===== src/rtl/pcie_rx_tag_pkg.sv =====
// Shared definitions for the PCIe RX completion-tag tracker: default widths,
// the per-slot state record and the completion timeout limit.
// Optional build macro: PCIE_CPL_TIMEOUT_EN (per-slot completion timeout).
package pcie_rx_tag_pkg;

  localparam int C_PCIE_DATA_WIDTH_DEF  = 512;
  localparam int P_FIFO_DEPTH_WIDTH_DEF = 5;
  localparam int P_NUM_TAGS_DEF         = 6;
  localparam int P_TAG_WIDTH_DEF        = 3;
  localparam int P_LEN_WIDTH_DEF        = 3;

  // Age at which an incomplete slot is force-completed.
  localparam logic [15:0] CPL_TIMEOUT_LIMIT = 16'hFFFF;

  // State held for one outstanding read tag (default widths).
  typedef struct packed {
    logic                              valid;
    logic [P_TAG_WIDTH_DEF-1:0]        id;
    logic [P_FIFO_DEPTH_WIDTH_DEF:0]   base;
    logic [P_LEN_WIDTH_DEF-1:0]        len;
    logic [P_LEN_WIDTH_DEF-1:0]        rcvd;
  } tag_slot_t;

endpackage


===== src/rtl/pcie_cpld_tag_slot.sv =====
// One tracked tag slot: stores id/base/len, counts received beats, and
// reports tag match, accepting hit, completion and its next write address.
// Optional build macro: PCIE_CPL_TIMEOUT_EN adds an age counter and timeout_o.
module pcie_cpld_tag_slot
  import pcie_rx_tag_pkg::*;
#(
  parameter int P_FIFO_DEPTH_WIDTH = P_FIFO_DEPTH_WIDTH_DEF,
  parameter int P_TAG_WIDTH        = P_TAG_WIDTH_DEF,
  parameter int P_LEN_WIDTH        = P_LEN_WIDTH_DEF
) (
  input  logic                          clk_i,
  input  logic                          rst_n_i,
  input  logic                          load_i,
  input  logic [P_TAG_WIDTH-1:0]        load_id_i,
  input  logic [P_FIFO_DEPTH_WIDTH:0]   load_base_i,
  input  logic [P_LEN_WIDTH-1:0]        load_len_i,
  input  logic                          clear_i,
  input  logic                          beat_i,
  input  logic [P_TAG_WIDTH-1:0]        cpld_tag_i,
  output logic                          match_o,
  output logic                          hit_o,
  output logic                          complete_o,
  output logic [P_FIFO_DEPTH_WIDTH-1:0] wr_addr_o,
  output logic [P_FIFO_DEPTH_WIDTH:0]   end_addr_o
`ifdef PCIE_CPL_TIMEOUT_EN
  ,output logic                         timeout_o
`endif
);

  localparam int AW = P_FIFO_DEPTH_WIDTH;

  logic                   valid_q;
  logic [P_TAG_WIDTH-1:0] id_q;
  logic [AW:0]            base_q;
  logic [P_LEN_WIDTH-1:0] len_q;
  logic [P_LEN_WIDTH-1:0] rcvd_q;
  logic                   force_done;

  assign match_o    = valid_q && (id_q == cpld_tag_i);
  assign hit_o      = match_o && (rcvd_q != len_q);
  assign complete_o = valid_q && (rcvd_q == len_q);
  assign wr_addr_o  = base_q[AW-1:0] + AW'(rcvd_q);
  assign end_addr_o = base_q + (AW+1)'(len_q);

`ifdef PCIE_CPL_TIMEOUT_EN
  logic [15:0] age_q;

  // A slot still waiting for beats ages; the limit forces it complete so the ring drains.
  assign force_done = valid_q && !complete_o && !beat_i && (age_q == CPL_TIMEOUT_LIMIT);
  assign timeout_o  = force_done;

  // Age restarts on allocation and on every accepted beat.
  always_ff @(posedge clk_i) begin
    if (!rst_n_i) begin
      age_q <= '0;
    end else if (load_i || beat_i) begin
      age_q <= '0;
    end else if (valid_q && !complete_o && (age_q != CPL_TIMEOUT_LIMIT)) begin
      age_q <= age_q + 16'd1;
    end
  end
`else
  assign force_done = 1'b0;
`endif

  // Slot registers: load on alloc, clear on release, count beats otherwise.
  always_ff @(posedge clk_i) begin
    if (!rst_n_i) begin
      valid_q <= 1'b0;
      id_q    <= '0;
      base_q  <= '0;
      len_q   <= '0;
      rcvd_q  <= '0;
    end else if (load_i) begin
      valid_q <= 1'b1;
      id_q    <= load_id_i;
      base_q  <= load_base_i;
      len_q   <= load_len_i;
      rcvd_q  <= '0;
    end else if (clear_i) begin
      valid_q <= 1'b0;
    end else if (beat_i) begin
      rcvd_q  <= rcvd_q + P_LEN_WIDTH'(1);
    end else if (force_done) begin
      rcvd_q  <= len_q;
    end
  end

endmodule


===== src/rtl/pcie_cpld_tag_tracker.sv =====
// Completion-tag reassembly: tracks outstanding read tags in allocation
// order, steers completion beats into each tag's FIFO region and releases
// FIFO space strictly in allocation order.
// Optional build macro: PCIE_CPL_TIMEOUT_EN (adds err_timeout output).
//
// Handshakes: tag_alloc is accepted on an edge where tag_full_n=1 and
// tag_alloc_len!=0, otherwise it is dropped; cpld_wr_en is always accepted
// (no backpressure), its effect appears on the outputs one cycle later.
module pcie_cpld_tag_tracker
  import pcie_rx_tag_pkg::*;
#(
  parameter int C_PCIE_DATA_WIDTH  = C_PCIE_DATA_WIDTH_DEF,
  parameter int P_FIFO_DEPTH_WIDTH = P_FIFO_DEPTH_WIDTH_DEF,
  parameter int P_NUM_TAGS         = P_NUM_TAGS_DEF,
  parameter int P_TAG_WIDTH        = P_TAG_WIDTH_DEF,
  parameter int P_LEN_WIDTH        = P_LEN_WIDTH_DEF
) (
  input  logic                          pcie_user_clk,
  input  logic                          pcie_user_rst_n,
  input  logic                          tag_alloc,
  input  logic [7:0]                    tag_alloc_id,
  input  logic [P_LEN_WIDTH-1:0]        tag_alloc_len,
  output logic                          tag_full_n,
  input  logic                          cpld_wr_en,
  input  logic [7:0]                    cpld_tag,
  input  logic [C_PCIE_DATA_WIDTH-1:0]  cpld_data,
  output logic                          fifo_wr_en,
  output logic [P_FIFO_DEPTH_WIDTH-1:0] fifo_wr_addr,
  output logic [C_PCIE_DATA_WIDTH-1:0]  fifo_wr_data,
  output logic [P_FIFO_DEPTH_WIDTH:0]   rear_full_addr,
  output logic [P_FIFO_DEPTH_WIDTH:0]   rear_addr,
  output logic                          err_unexp_tag,
  output logic                          err_overrun
`ifdef PCIE_CPL_TIMEOUT_EN
  ,output logic                         err_timeout
`endif
);

  localparam int AW = P_FIFO_DEPTH_WIDTH;
  localparam int NT = P_NUM_TAGS;
  localparam int IW = (NT > 1) ? $clog2(NT) : 1;

  logic [IW-1:0] alloc_idx_q, alloc_idx_d, rel_idx_q, rel_idx_d;
  logic          alloc_wrap_q, alloc_wrap_d, rel_wrap_q, rel_wrap_d;
  logic [AW:0]   rear_full_q, rear_full_d, rear_q, rear_d;
  logic          wr_en_q, wr_en_d, unexp_q, unexp_d, over_q, over_d;
  logic [AW-1:0] wr_addr_q, wr_addr_d;
  logic [C_PCIE_DATA_WIDTH-1:0] wr_data_q;

  logic [NT-1:0] slot_match, slot_hit, slot_complete, slot_sel;
  logic [AW-1:0] slot_wr_addr [NT];
  logic [AW:0]   slot_end     [NT];
  logic          alloc_ok, head_complete;
  logic [AW-1:0] hit_addr;
  logic [NT-1:0] hit_v;

  // Upper tag bits take no part in slot lookup.
  logic unused_tag_bits;
  assign unused_tag_bits = ^{tag_alloc_id[7:P_TAG_WIDTH], cpld_tag[7:P_TAG_WIDTH]};

  assign tag_full_n    = !((alloc_idx_q == rel_idx_q) && (alloc_wrap_q != rel_wrap_q));
  assign alloc_ok      = tag_alloc && tag_full_n && (tag_alloc_len != '0);
  assign head_complete = slot_complete[rel_idx_q];
  assign hit_v         = cpld_wr_en ? slot_hit : '0;
  assign slot_sel      = hit_v & (~hit_v + NT'(1));

`ifdef PCIE_CPL_TIMEOUT_EN
  logic [NT-1:0] slot_timeout;
  logic          timeout_q;
`endif

  for (genvar g = 0; g < NT; g++) begin : g_slot
    pcie_cpld_tag_slot #(
      .P_FIFO_DEPTH_WIDTH(P_FIFO_DEPTH_WIDTH),
      .P_TAG_WIDTH       (P_TAG_WIDTH),
      .P_LEN_WIDTH       (P_LEN_WIDTH)
    ) u_slot (
      .clk_i      (pcie_user_clk),
      .rst_n_i    (pcie_user_rst_n),
      .load_i     (alloc_ok && (alloc_idx_q == IW'(g))),
      .load_id_i  (tag_alloc_id[P_TAG_WIDTH-1:0]),
      .load_base_i(rear_full_q),
      .load_len_i (tag_alloc_len),
      .clear_i    (head_complete && (rel_idx_q == IW'(g))),
      .beat_i     (slot_sel[g]),
      .cpld_tag_i (cpld_tag[P_TAG_WIDTH-1:0]),
      .match_o    (slot_match[g]),
      .hit_o      (slot_hit[g]),
      .complete_o (slot_complete[g]),
      .wr_addr_o  (slot_wr_addr[g]),
      .end_addr_o (slot_end[g])
`ifdef PCIE_CPL_TIMEOUT_EN
      ,.timeout_o (slot_timeout[g])
`endif
    );
  end

  // One-hot select of the winning slot's write address.
  always_comb begin
    hit_addr = '0;
    for (int i = 0; i < NT; i++) begin
      if (slot_sel[i]) hit_addr = hit_addr | slot_wr_addr[i];
    end
  end

  // Ring pointers, FIFO pointers and the next output-stage values.
  always_comb begin
    alloc_idx_d  = alloc_idx_q;
    alloc_wrap_d = alloc_wrap_q;
    rel_idx_d    = rel_idx_q;
    rel_wrap_d   = rel_wrap_q;
    rear_full_d  = rear_full_q;
    rear_d       = rear_q;
    if (alloc_ok) begin
      alloc_idx_d = (alloc_idx_q == IW'(NT-1)) ? '0 : alloc_idx_q + IW'(1);
      if (alloc_idx_q == IW'(NT-1)) alloc_wrap_d = !alloc_wrap_q;
      rear_full_d = rear_full_q + (AW+1)'(tag_alloc_len);
    end
    if (head_complete) begin
      rel_idx_d = (rel_idx_q == IW'(NT-1)) ? '0 : rel_idx_q + IW'(1);
      if (rel_idx_q == IW'(NT-1)) rel_wrap_d = !rel_wrap_q;
      rear_d = slot_end[rel_idx_q];
    end
    wr_en_d   = |slot_sel;
    wr_addr_d = hit_addr;
    unexp_d   = cpld_wr_en && !(|slot_match);
    over_d    = cpld_wr_en && (|slot_match) && !(|slot_hit);
  end

  // Pointer and output-stage registers.
  always_ff @(posedge pcie_user_clk) begin
    if (!pcie_user_rst_n) begin
      alloc_idx_q  <= '0;
      alloc_wrap_q <= 1'b0;
      rel_idx_q    <= '0;
      rel_wrap_q   <= 1'b0;
      rear_full_q  <= '0;
      rear_q       <= '0;
      wr_en_q      <= 1'b0;
      wr_addr_q    <= '0;
      unexp_q      <= 1'b0;
      over_q       <= 1'b0;
    end else begin
      alloc_idx_q  <= alloc_idx_d;
      alloc_wrap_q <= alloc_wrap_d;
      rel_idx_q    <= rel_idx_d;
      rel_wrap_q   <= rel_wrap_d;
      rear_full_q  <= rear_full_d;
      rear_q       <= rear_d;
      wr_en_q      <= wr_en_d;
      wr_addr_q    <= wr_addr_d;
      unexp_q      <= unexp_d;
      over_q       <= over_d;
    end
  end

  // Beat payload is captured only when it will actually be written.
  always_ff @(posedge pcie_user_clk) begin
    if (|slot_sel) wr_data_q <= cpld_data;
  end

`ifdef PCIE_CPL_TIMEOUT_EN
  // Any slot timing out this cycle raises a one-cycle flag.
  always_ff @(posedge pcie_user_clk) begin
    if (!pcie_user_rst_n) timeout_q <= 1'b0;
    else                  timeout_q <= |slot_timeout;
  end
  assign err_timeout = timeout_q;
`endif

  assign fifo_wr_en     = wr_en_q;
  assign fifo_wr_addr   = wr_addr_q;
  assign fifo_wr_data   = wr_data_q;
  assign rear_full_addr = rear_full_q;
  assign rear_addr      = rear_q;
  assign err_unexp_tag  = unexp_q;
  assign err_overrun    = over_q;

endmodule


===== config.mk =====
export PLATFORM = sky130hd
export DESIGN_NAME = pcie_cpld_tag_tracker
export DESIGN_NICKNAME = d
export VERILOG_FILES = /design/src/rtl/pcie_rx_tag_pkg.sv /design/src/rtl/pcie_cpld_tag_slot.sv /design/src/rtl/pcie_cpld_tag_tracker.sv
export SDC_FILE = /design/constraint.sdc
export NUM_CORES = 1
export LEC_CHECK = 0
export CAP_MARGIN = 25
export CORE_AREA = 2 2 420 422
export CTS_BUF_LIST = sky130_fd_sc_hd__clkbuf_8
export DETAILED_ROUTE_END_ITERATION = 7
export DIE_AREA = 0 0 422 424
export GPL_TIMING_DRIVEN = 0
export HOLD_SLACK_MARGIN = 0.03
export SLEW_MARGIN = 30
export SYNTH_ARGS = -nofsm -noshare
export SYNTH_HDL_FRONTEND = slang
export SYNTH_SLANG_ARGS = --single-unit

===== constraint.sdc =====
create_clock -name pcie_user_clk -period 24.6 [get_ports pcie_user_clk]
set_input_delay 7.38 -clock pcie_user_clk [delete_from_list [all_inputs] [get_ports pcie_user_clk]]
set_output_delay 7.38 -clock pcie_user_clk [all_outputs]
set_load 0.1 [all_outputs]

==> results of run 1 <==
## layout by cell type, fill, tap and decap left out, types with 6 or more instances in the layout
| cell | instances |
|---|---|
| dfxtp_1 | 124 |
| nand2b_1 | 6 |
| xnor2_1 | 63 |
| buf_2 | 195 |
| clkinv_2 | 14 |
| clkinv_1 | 21 |
| clkinvlp_4 | 8 |
| bufinv_16 | 17 |
| buf_16 | 8 |
| xor2_1 | 42 |
| a21o_1 | 10 |
| mux2i_1 | 69 |
| nor2b_1 | 18 |
| clkbuf_1 | 19 |
| nand3_1 | 16 |
| clkdlybuf4s50_1 | 864 |
| nor2_1 | 100 |
| inv_1 | 69 |
| a211oi_1 | 8 |
| nor4_1 | 10 |
| clkbuf_8 | 130 |
| a21oi_1 | 47 |
| diode_2 | 17 |
| fa_1 | 13 |
| edfxtp_1 | 512 |
| o21ai_0 | 15 |
| buf_4 | 6 |
| nor3_1 | 13 |
| nand2_1 | 62 |
| ha_1 | 47 |
| nand4_1 | 14 |
## area by class of cell
cell class              instances  area, um^2  area share, %
clock buffers                 130        1789          4.642
diodes                         17       42.54         0.1104
repair buffers               1066        9899          25.68
clock inverters                97       944.7          2.451
flip-flops and latches        636       17860          46.32
inverters                      42       157.7         0.4090
well taps                    2340        2928          7.595
plain buffers                  37       197.7         0.5128
multi-input cells             636        4732          12.28
## state kept, by name, indices dropped and copies added (netlist names)
register,count
fifo_wr_en,1
rear_addr,6
rear_full_addr,6
alloc_idx_q,3
g_slot.u_slot.id_q,18
err_overrun,1
rel_idx_q,3
g_slot.u_slot.valid_q,6
g_slot.u_slot.base_q,36
alloc_wrap_q,1
fifo_wr_data,512
err_unexp_tag,1
rel_wrap_q,1
g_slot.u_slot.len_q,18
fifo_wr_addr,5
g_slot.u_slot.rcvd_q,18
## per-stage QoR
step | hold WS [ps] | util, % | power, mW
global route | 493.9 | 22.01 | 2.693
global placement | 465.7 | 20.81 | 1.420
floorplan | 448.8 | - | 1.290
detailed placement | 463.4 | 20.46 | 1.414
finish | 475.0 | 22.03 | 2.599
CTS | 471.9 | 22.03 | 2.653
## routing by layer
metal	vias to the layer above	global-route usage [%]	part of all wire, %
met4	22	5.381	4.1
met5	-	0	0.095
met1	8571	16.63	35
li1	7491	-	-
met3	319	6.652	11
met2	1038	26.80	50
## kinds of logic (layout without fill, tap and decap cells)
kind of cell,after synthesis,in the layout,synth area share (%)
other cells,0,17,0
flops,636,636,77.85
fa+ha+maj,60,60,3.698
xor+xnor,105,105,4.009
simple gates,262,262,5.504
mux,75,75,3.551
buf+inv,79,1372,1.549
compound gates,134,134,3.835
## final timing paths
path / end / slack (ps)
worst max-delay path: rear_full_addr[2] / 14260
worst min-delay path: g_slot[3].u_slot.base_q[5] / 480
worst max register to register: fifo_wr_data[448] / 21180
worst min register to register: g_slot[3].u_slot.base_q[5] / 480
## tightest hold or removal path, cell delays in order, from the launching register on
cell     delay (ps)
dfxtp_1         320
nand2_1          50
a21oi_1          50
## power breakdown
| group | internal [mW] | switching (mW) |
|---|---|---|
| registers | 1.17 | 0.0103 |
| clock network | 0.675 | 0.533 |
| logic | 0.0991 | 0.110 |
| total | 1.95 | 0.653 |
==> flow_summary.yaml, run 1 <==
status:
  status: "completed"
power_and_ir_drop:
  p_leak_nw: 13.60
  p_per_area_mw_per_mm2: 67.43
  irDropWorstVdd_uv: 49.07
flow_run:
  drv_cap: 0
yosys:
  synth_top_area_share_pct: 67.03
  yosys_warnings: 0
  ys.flop_type: "edfxtp_1"
  syn_area_mm2: 0.02294
  async_reset_ff_share_pct: 0
  synth_cells: 1351
  syn_nets: 1946
  synth_edf_count: 512
  synth_cell_types: 67
  ys_seq_area_share_pct: 77.85
  synth_top_cells_by_count: "512 x edfxtp_1, 124 x dfxtp_1, 100 x nor2_1"
  yosysTopAreaCell: "edfxtp_1"
  synthTopCellsByArea: "edfxtp_1 67%, dfxtp_1 11%, mux2i_1 3.0%"
  ys_seq_elements: 636
  yosysMostFrequentCell: "edfxtp_1"
  avgSynthCellArea_um2: 16.98
floorplanning:
  start_util_pct: 13.11
  num_rows: 154
  core_area_mm2: 0.1750
  die_area_mm2: 0.1789
  die_width_um: 422
  die_h_um: 424
  io_pins: 1068
route:
  vias: 17441
  avgRoutedWirePerCell_um: 28.75
  drc_errors: 0
  first_pass_iters: 5
  drtIter0Drc: 1382
  drtAntennaViolNets: 0
  drt_wl_total_um: 143800
  via_per_inst: 3.488
worst_setup_path:
  startpoint_type: "flop"
  startpoint: "rear_full_addr[2]"
  crit_type: "flop to output port"
  slowest_delay_ps: 1270
  crit_required_ps: 17220
  path_max_fanout: 9
  end_kind: "output port"
  cp.arrival_ps: 2960
  path_cells: "clkdlybuf4s50_1"
  cp.depth: 1
  r2r_cells: 10
  crit_buf_inv: 1
  critical-path-slowest-cell: "clkdlybuf4s50_1"
  cp_top_family: "buffers and inverters"
  rr_startpoint: "g_slot[3].u_slot.rcvd_q[0]"
clocking:
  cts_resized: 0
  clk_pin_slew_worst_paths_ps: 70
  max-clock-path-buffers: 3
  numCtsBuffers: 120
  hold_buffers: 0
  cts_tree: "built"
  clock_latency_ps: 900
  cts_sinks: 636
  cts_root_buffer: "clkbuf_8"
  postCtsSetupRepairBufs: 0
  htreeDepth: 3
timing:
  hold_violations: 0
  maxSlewViolCount: 0
  setup_ws_ps: 14260
  clock_skew_ps: 71.33
  setup_viol: 0
  period_needed_ps: 10340
  max-slew-margin-rel_pct: 29.69
  tightest_slew_ps: 1051
  min_period_over_period_pct: 42.01
  grt_setup_unrepaired: "no"
  tns_ps: 0
  max_freq_mhz: 96.75
placement:
  place_ws_ps: 13990
  dp_hpwl_um: 121400
  place.gp.congestion: 0.9552
  dp_cells: 4757
  postPlaceCellArea_mm2: 0.03580
  port-buffer-count: 1054
global_routing:
  grt-ovfl-total: 0
  grt_first_pass_wirelength_um: 178000
  grtUsageTotal_pct: 15.42
  antenna_found_initial: 111
  grt_pass1_vias: 16825
  grt_max_degree: 53
final_layout:
  finalNetCount: 3134
  fin_cells: 5001
  nFillCells: 18646
  drive_gt1_share_pct: 15.62
  syn_to_final_growth_pct: 68.06
  final_area_mm2: 0.03855
hold_path:
  hold_class: "flop to flop"
  worst_hold_startpoint: "g_slot[3].u_slot.base_q[5]"
  min_path_cells: 2
(Power assumes the default switching activity.)
==> inputs of run 2 (changes only) <==
- clock period: 24.6 -> 8.7 ns (I/O delays scaled with it)
==> run 2 against run 1 <==
Sequential share of layout area grew 0.38 points. Final cell count fell by 0.18%. Sequential power grew to 2.8 times the previous value. Wire length about the same. Combinational power rose to 2.8 times the previous value. Count of clock-buffer cells in the layout decreased by 11. First-iteration DRC count shrank 7.3%. Global-route usage about the same. Critical path type is now primary input to flop.
==> flow_summary.yaml, run 2 (synthesized netlist as in run 1, its figures left out) <==
placement:
  port-buffer-count: 1054
  postPlaceCellArea_mm2: 0.03579
  dp_hpwl_um: 121000
  place.gp.congestion: 0.9519
  place_ws_ps: 2289
floorplanning:
  start_util_pct: 13.11
  num_rows: 154
  io_pins: 1068
  die_h_um: 424
  die_area_mm2: 0.1789
  core_area_mm2: 0.1750
  die_width_um: 422
route:
  highest_layer: "met5"
  drtIter0Drc: 1281
  drt_wl_total_um: 143800
  vias: 17221
  wl_met2_um: 72370
  dr_wl_met3_um: 17750
  first_pass_iters: 5
  avgRoutedWirePerCell_um: 28.80
  via_per_inst: 3.450
  drc_errors: 0
  wl_met1_um: 47080
  drtAntennaViolNets: 0
worst_setup_path:
  path_max_fanout: 80
  startpoint_type: "primary input"
  crit_required_ps: 9230
  end_kind: "flop"
  crit_type: "primary input to flop"
  cp.arrival_ps: 6150
  rrSetupSlack_ps: 4640
final_layout:
  multi_input_area_mm2: 0.004741
  syn_to_final_growth_pct: 66.69
  finalNetCount: 3128
  drive_gt1_share_pct: 14.07
  final_area_mm2: 0.03823
  final_common_cell: "clkdlybuf4s50_1"
  nFillCells: 18709
  regArea_mm2: 0.01786
  largest_register_ff_count: 512
  mostFrequentLayoutCells: "886 x clkdlybuf4s50_1, 512 x edfxtp_1, 173 x buf_2"
timing:
  grt_setup_unrepaired: "no"
  hold_violations: 0
  max_freq_mhz: 177.7
  max-slew-margin-rel_pct: 29.90
  period_needed_ps: 5627
  maxSlewViolCount: 0
  setup_viol: 0
  min_period_over_period_pct: 64.68
  tightest_slew_ps: 1048
  setup_ws_ps: 3073
  clock_skew_ps: 40.16
clocking:
  cts_root_buffer: "clkbuf_8"
  clock_latency_ps: 880
  cts_tree: "built"
  numCtsBuffers: 119
  max-clock-path-buffers: 3
  htreeDepth: 3
  postCtsSetupRepairBufs: 0
  cts_resized: 0
  clk_pin_slew_worst_paths_ps: 60
  hold_buffers: 0
  cts_sinks: 636
flow_run:
  drv_cap: 0
hold_path:
  hold_class: "flop to flop"
power_and_ir_drop:
  p_per_area_mw_per_mm2: 182.4
  irDropWorstVdd_uv: 115.7
  p_leak_nw: 13.39
global_routing:
  grt-ovfl-total: 0
  grtUsageTotal_pct: 15.42
  grt_max_degree: 81
  antenna_found_initial: 110
  grt_first_pass_wirelength_um: 177100
  grt_pass1_vias: 16854
status:
  status: "completed"
run 2: cell count changes in the layout (fill, tap and decap cells not counted), moves of 4 or more:
cell             delta
buf_12              -4
buf_2              -22
bufinv_16           -7
clkbuf_8           -11
clkdlybuf4s50_1    +22
clkinv_1            +5
diode_2             +5
run 2: critical path, stage by stage:
cell,delay [ps]
buf_4,160
xnor2_1,280
nand4_1,200
o22ai_1,410
o21bai_1,230
o21ai_0,290
nand2_8,270
buf_16,330
buf_16,340
buf_16,370
buf_16,370
run 2: layout make-up:
cell class	instances	share of cell area (%)
Antenna cell	22	0.1440
Buffer	37	0.5171
Clock buffer	119	4.284
Clock inverter	99	1.983
Inverter	42	0.4123
Multi-Input combinational cell	636	12.40
Sequential cell	636	46.70
Tap cell	2340	7.658
Timing Repair Buffer	1061	25.90
run 2: layer usage:
metal  up-vias  track usage (%)
li1       7463                -
met1      8422            15.11
met2       971            26.55
met3       319            8.233
met4        46            7.387
met5         -                0
run 2: metrics by stage:
step / total power [mW] / util, % / hold slack (ps) / TNS [ps] / cells
floorplan: 3.640 / - / 448.8 / 0 / 1351
global placement: 4.002 / 20.82 / 457.8 / -715830 / 4745
detailed placement: 3.998 / 20.46 / 464.0 / 0 / 4752
CTS: 7.122 / 21.83 / 471.2 / 0 / 4970
global route: 7.245 / 21.84 / 493.3 / 0 / 4986
finish: 6.976 / 21.85 / 471.8 / 0 / 4992
run 2: power breakdown:
group          internal [mW]  switching [mW]  leakage, nW
Sequential              3.31          0.0309         5.61
Clock                   1.59            1.45         1.31
Combinational          0.280           0.311         6.47
run 2: final timing paths:
| check | from | to | cells after the start |
|---|---|---|---|
| worst max-delay path | cpld_tag[2] | fifo_wr_data[338] | 11 |
| worst min-delay path | g_slot[3].u_slot.id_q[0] | g_slot[3].u_slot.id_q[0] | 2 |
| worst max register to register | g_slot[3].u_slot.id_q[2] | fifo_wr_data[338] | 10 |
| worst min register to register | g_slot[3].u_slot.id_q[0] | g_slot[3].u_slot.id_q[0] | 2 |
==> inputs of run 3 (changes only) <==
- clock period: 8.7 -> 4.91 ns (I/O delays scaled with it)
==> run 3 against run 2 <==
Register-to-register slack worse by 3300 ps. First-iteration DRC count up 15%. Sequential power up 77%. Final area up 0.46%. Critical path type is now flop to output port.
==> flow_summary.yaml, run 3 (synthesized netlist as in run 1, its figures left out) <==
status:
  status: "completed"
route:
  via_per_inst: 3.504
  vias: 17496
  first_pass_iters: 5
  drtIter0Drc: 1472
  drtAntennaViolNets: 0
  avgRoutedWirePerCell_um: 29.74
  drt_wl_total_um: 148500
  drc_errors: 0
worst_setup_path:
  cp.arrival_ps: 3000
  end_kind: "output port"
  crit_required_ps: 3440
  slowest_delay_ps: 1220
  path_cells: "buf_4 > xnor2_1 > nand4_1 > clkdlybuf4s50_1"
  crit_type: "flop to output port"
  startpoint_type: "flop"
  critical-path-slowest-cell: "clkdlybuf4s50_1"
  path_max_fanout: 9
timing:
  tightest_slew_ps: 1043
  setup_viol: 0
  grt_setup_unrepaired: "no"
  min_period_over_period_pct: 91.09
  setup_ws_ps: 437.4
  max_freq_mhz: 223.6
  maxSlewViolCount: 0
  max-slew-margin-rel_pct: 30.27
  tns_ps: 0
  hold_violations: 0
  period_needed_ps: 4473
  clock_skew_ps: 42.56
floorplanning:
  die_width_um: 422
  die_h_um: 424
  io_pins: 1068
  die_area_mm2: 0.1789
  start_util_pct: 13.11
  num_rows: 154
  core_area_mm2: 0.1750
global_routing:
  grt_pass1_vias: 17051
  grt_first_pass_wirelength_um: 182900
  antenna_found_initial: 115
  grt_max_degree: 91
  grt-ovfl-total: 0
  grtUsageTotal_pct: 15.98
clocking:
  cts_tree: "built"
  cts_root_buffer: "clkbuf_8"
  cts_resized: 0
  clock_latency_ps: 890
  max-clock-path-buffers: 3
  postCtsSetupRepairBufs: 0
  hold_buffers: 0
  numCtsBuffers: 130
  cts_sinks: 636
  clk_pin_slew_worst_paths_ps: 60
  htreeDepth: 4
placement:
  place_ws_ps: 158.1
  port-buffer-count: 1054
  dp_cells: 4752
  place.gp.congestion: 0.9187
  dp_hpwl_um: 124600
  postPlaceCellArea_mm2: 0.03569
final_layout:
  final_area_mm2: 0.03841
  syn_to_final_growth_pct: 67.46
  drive_gt1_share_pct: 16.18
  finalNetCount: 3139
  nFillCells: 18699
  largest_register_ff_count: 512
  final_common_cell: "clkdlybuf4s50_1"
  mostFrequentLayoutCells: "857 x clkdlybuf4s50_1, 512 x edfxtp_1, 201 x buf_2"
  fin_cells: 4993
power_and_ir_drop:
  p_leak_nw: 13.56
  p_per_area_mw_per_mm2: 339.9
  irDropWorstVdd_uv: 243.4
flow_run:
  drv_cap: 0
hold_path:
  hold_class: "flop to flop"
==> run 3: path summary, 6_finish.rpt <==
check / startpoint / to / slack (ps) / cells past startpoint
hold / removal: g_slot[3].u_slot.id_q[0] / g_slot[3].u_slot.id_q[0] / 470 / 2
setup reg to reg: g_slot[4].u_slot.len_q[1] / fifo_wr_data[382] / 1390 / 9
setup / recovery: alloc_idx_q[1] / tag_full_n / 440 / 4
hold reg to reg: g_slot[3].u_slot.id_q[0] / g_slot[3].u_slot.id_q[0] / 470 / 2
==> run 3: area by class of cell <==
cell class	instances	area (um^2)	share of cell area, %
repair buffers	1061	9757	25.40
plain buffers	37	197.7	0.5147
well taps	2340	2928	7.622
diodes	7	17.52	0.04560
inverters	42	157.7	0.4104
clock inverters	102	928.4	2.417
multi-input cells	636	4751	12.37
clock buffers	132	1817	4.730
flip-flops and latches	636	17860	46.49
==> run 3: metrics by stage <==
step / power (mW) / utilization, % / hold WS [ps]
detailed placement: 7.085 / 20.40 / 466.5
CTS: 13.33 / 21.97 / 474.6
global route: 13.57 / 21.95 / 502.6
finish: 13.06 / 21.95 / 474.5
floorplan: 6.447 / - / 448.8
global placement: 7.092 / 20.83 / 464.2
==> run 3: per-layer routing <==
layer  GRT usage, %  wire length (um)  vias to the layer above
met4          5.970              6113                       24
met3          7.265             16610                      330
li1               -                 -                     7482
met2          27.29             72880                     1092
met1          17.26             52730                     8568
met5              0               148                        -
==> run 3: power breakdown <==
part / internal [mW] / switching (mW) / leakage, nW / total, mW
logic: 0.496 / 0.555 / 6.47 / 1.05
clock network: 3.31 / 2.77 / 1.48 / 6.08
registers: 5.87 / 0.0539 / 5.61 / 5.93
==> run 3: critical path, delay by kind of cell (launching register included) <==
family	cells	cell delay (ps)
buf+inv	2	1390
xor+xnor	1	160
simple gates	1	280
flops	1	300
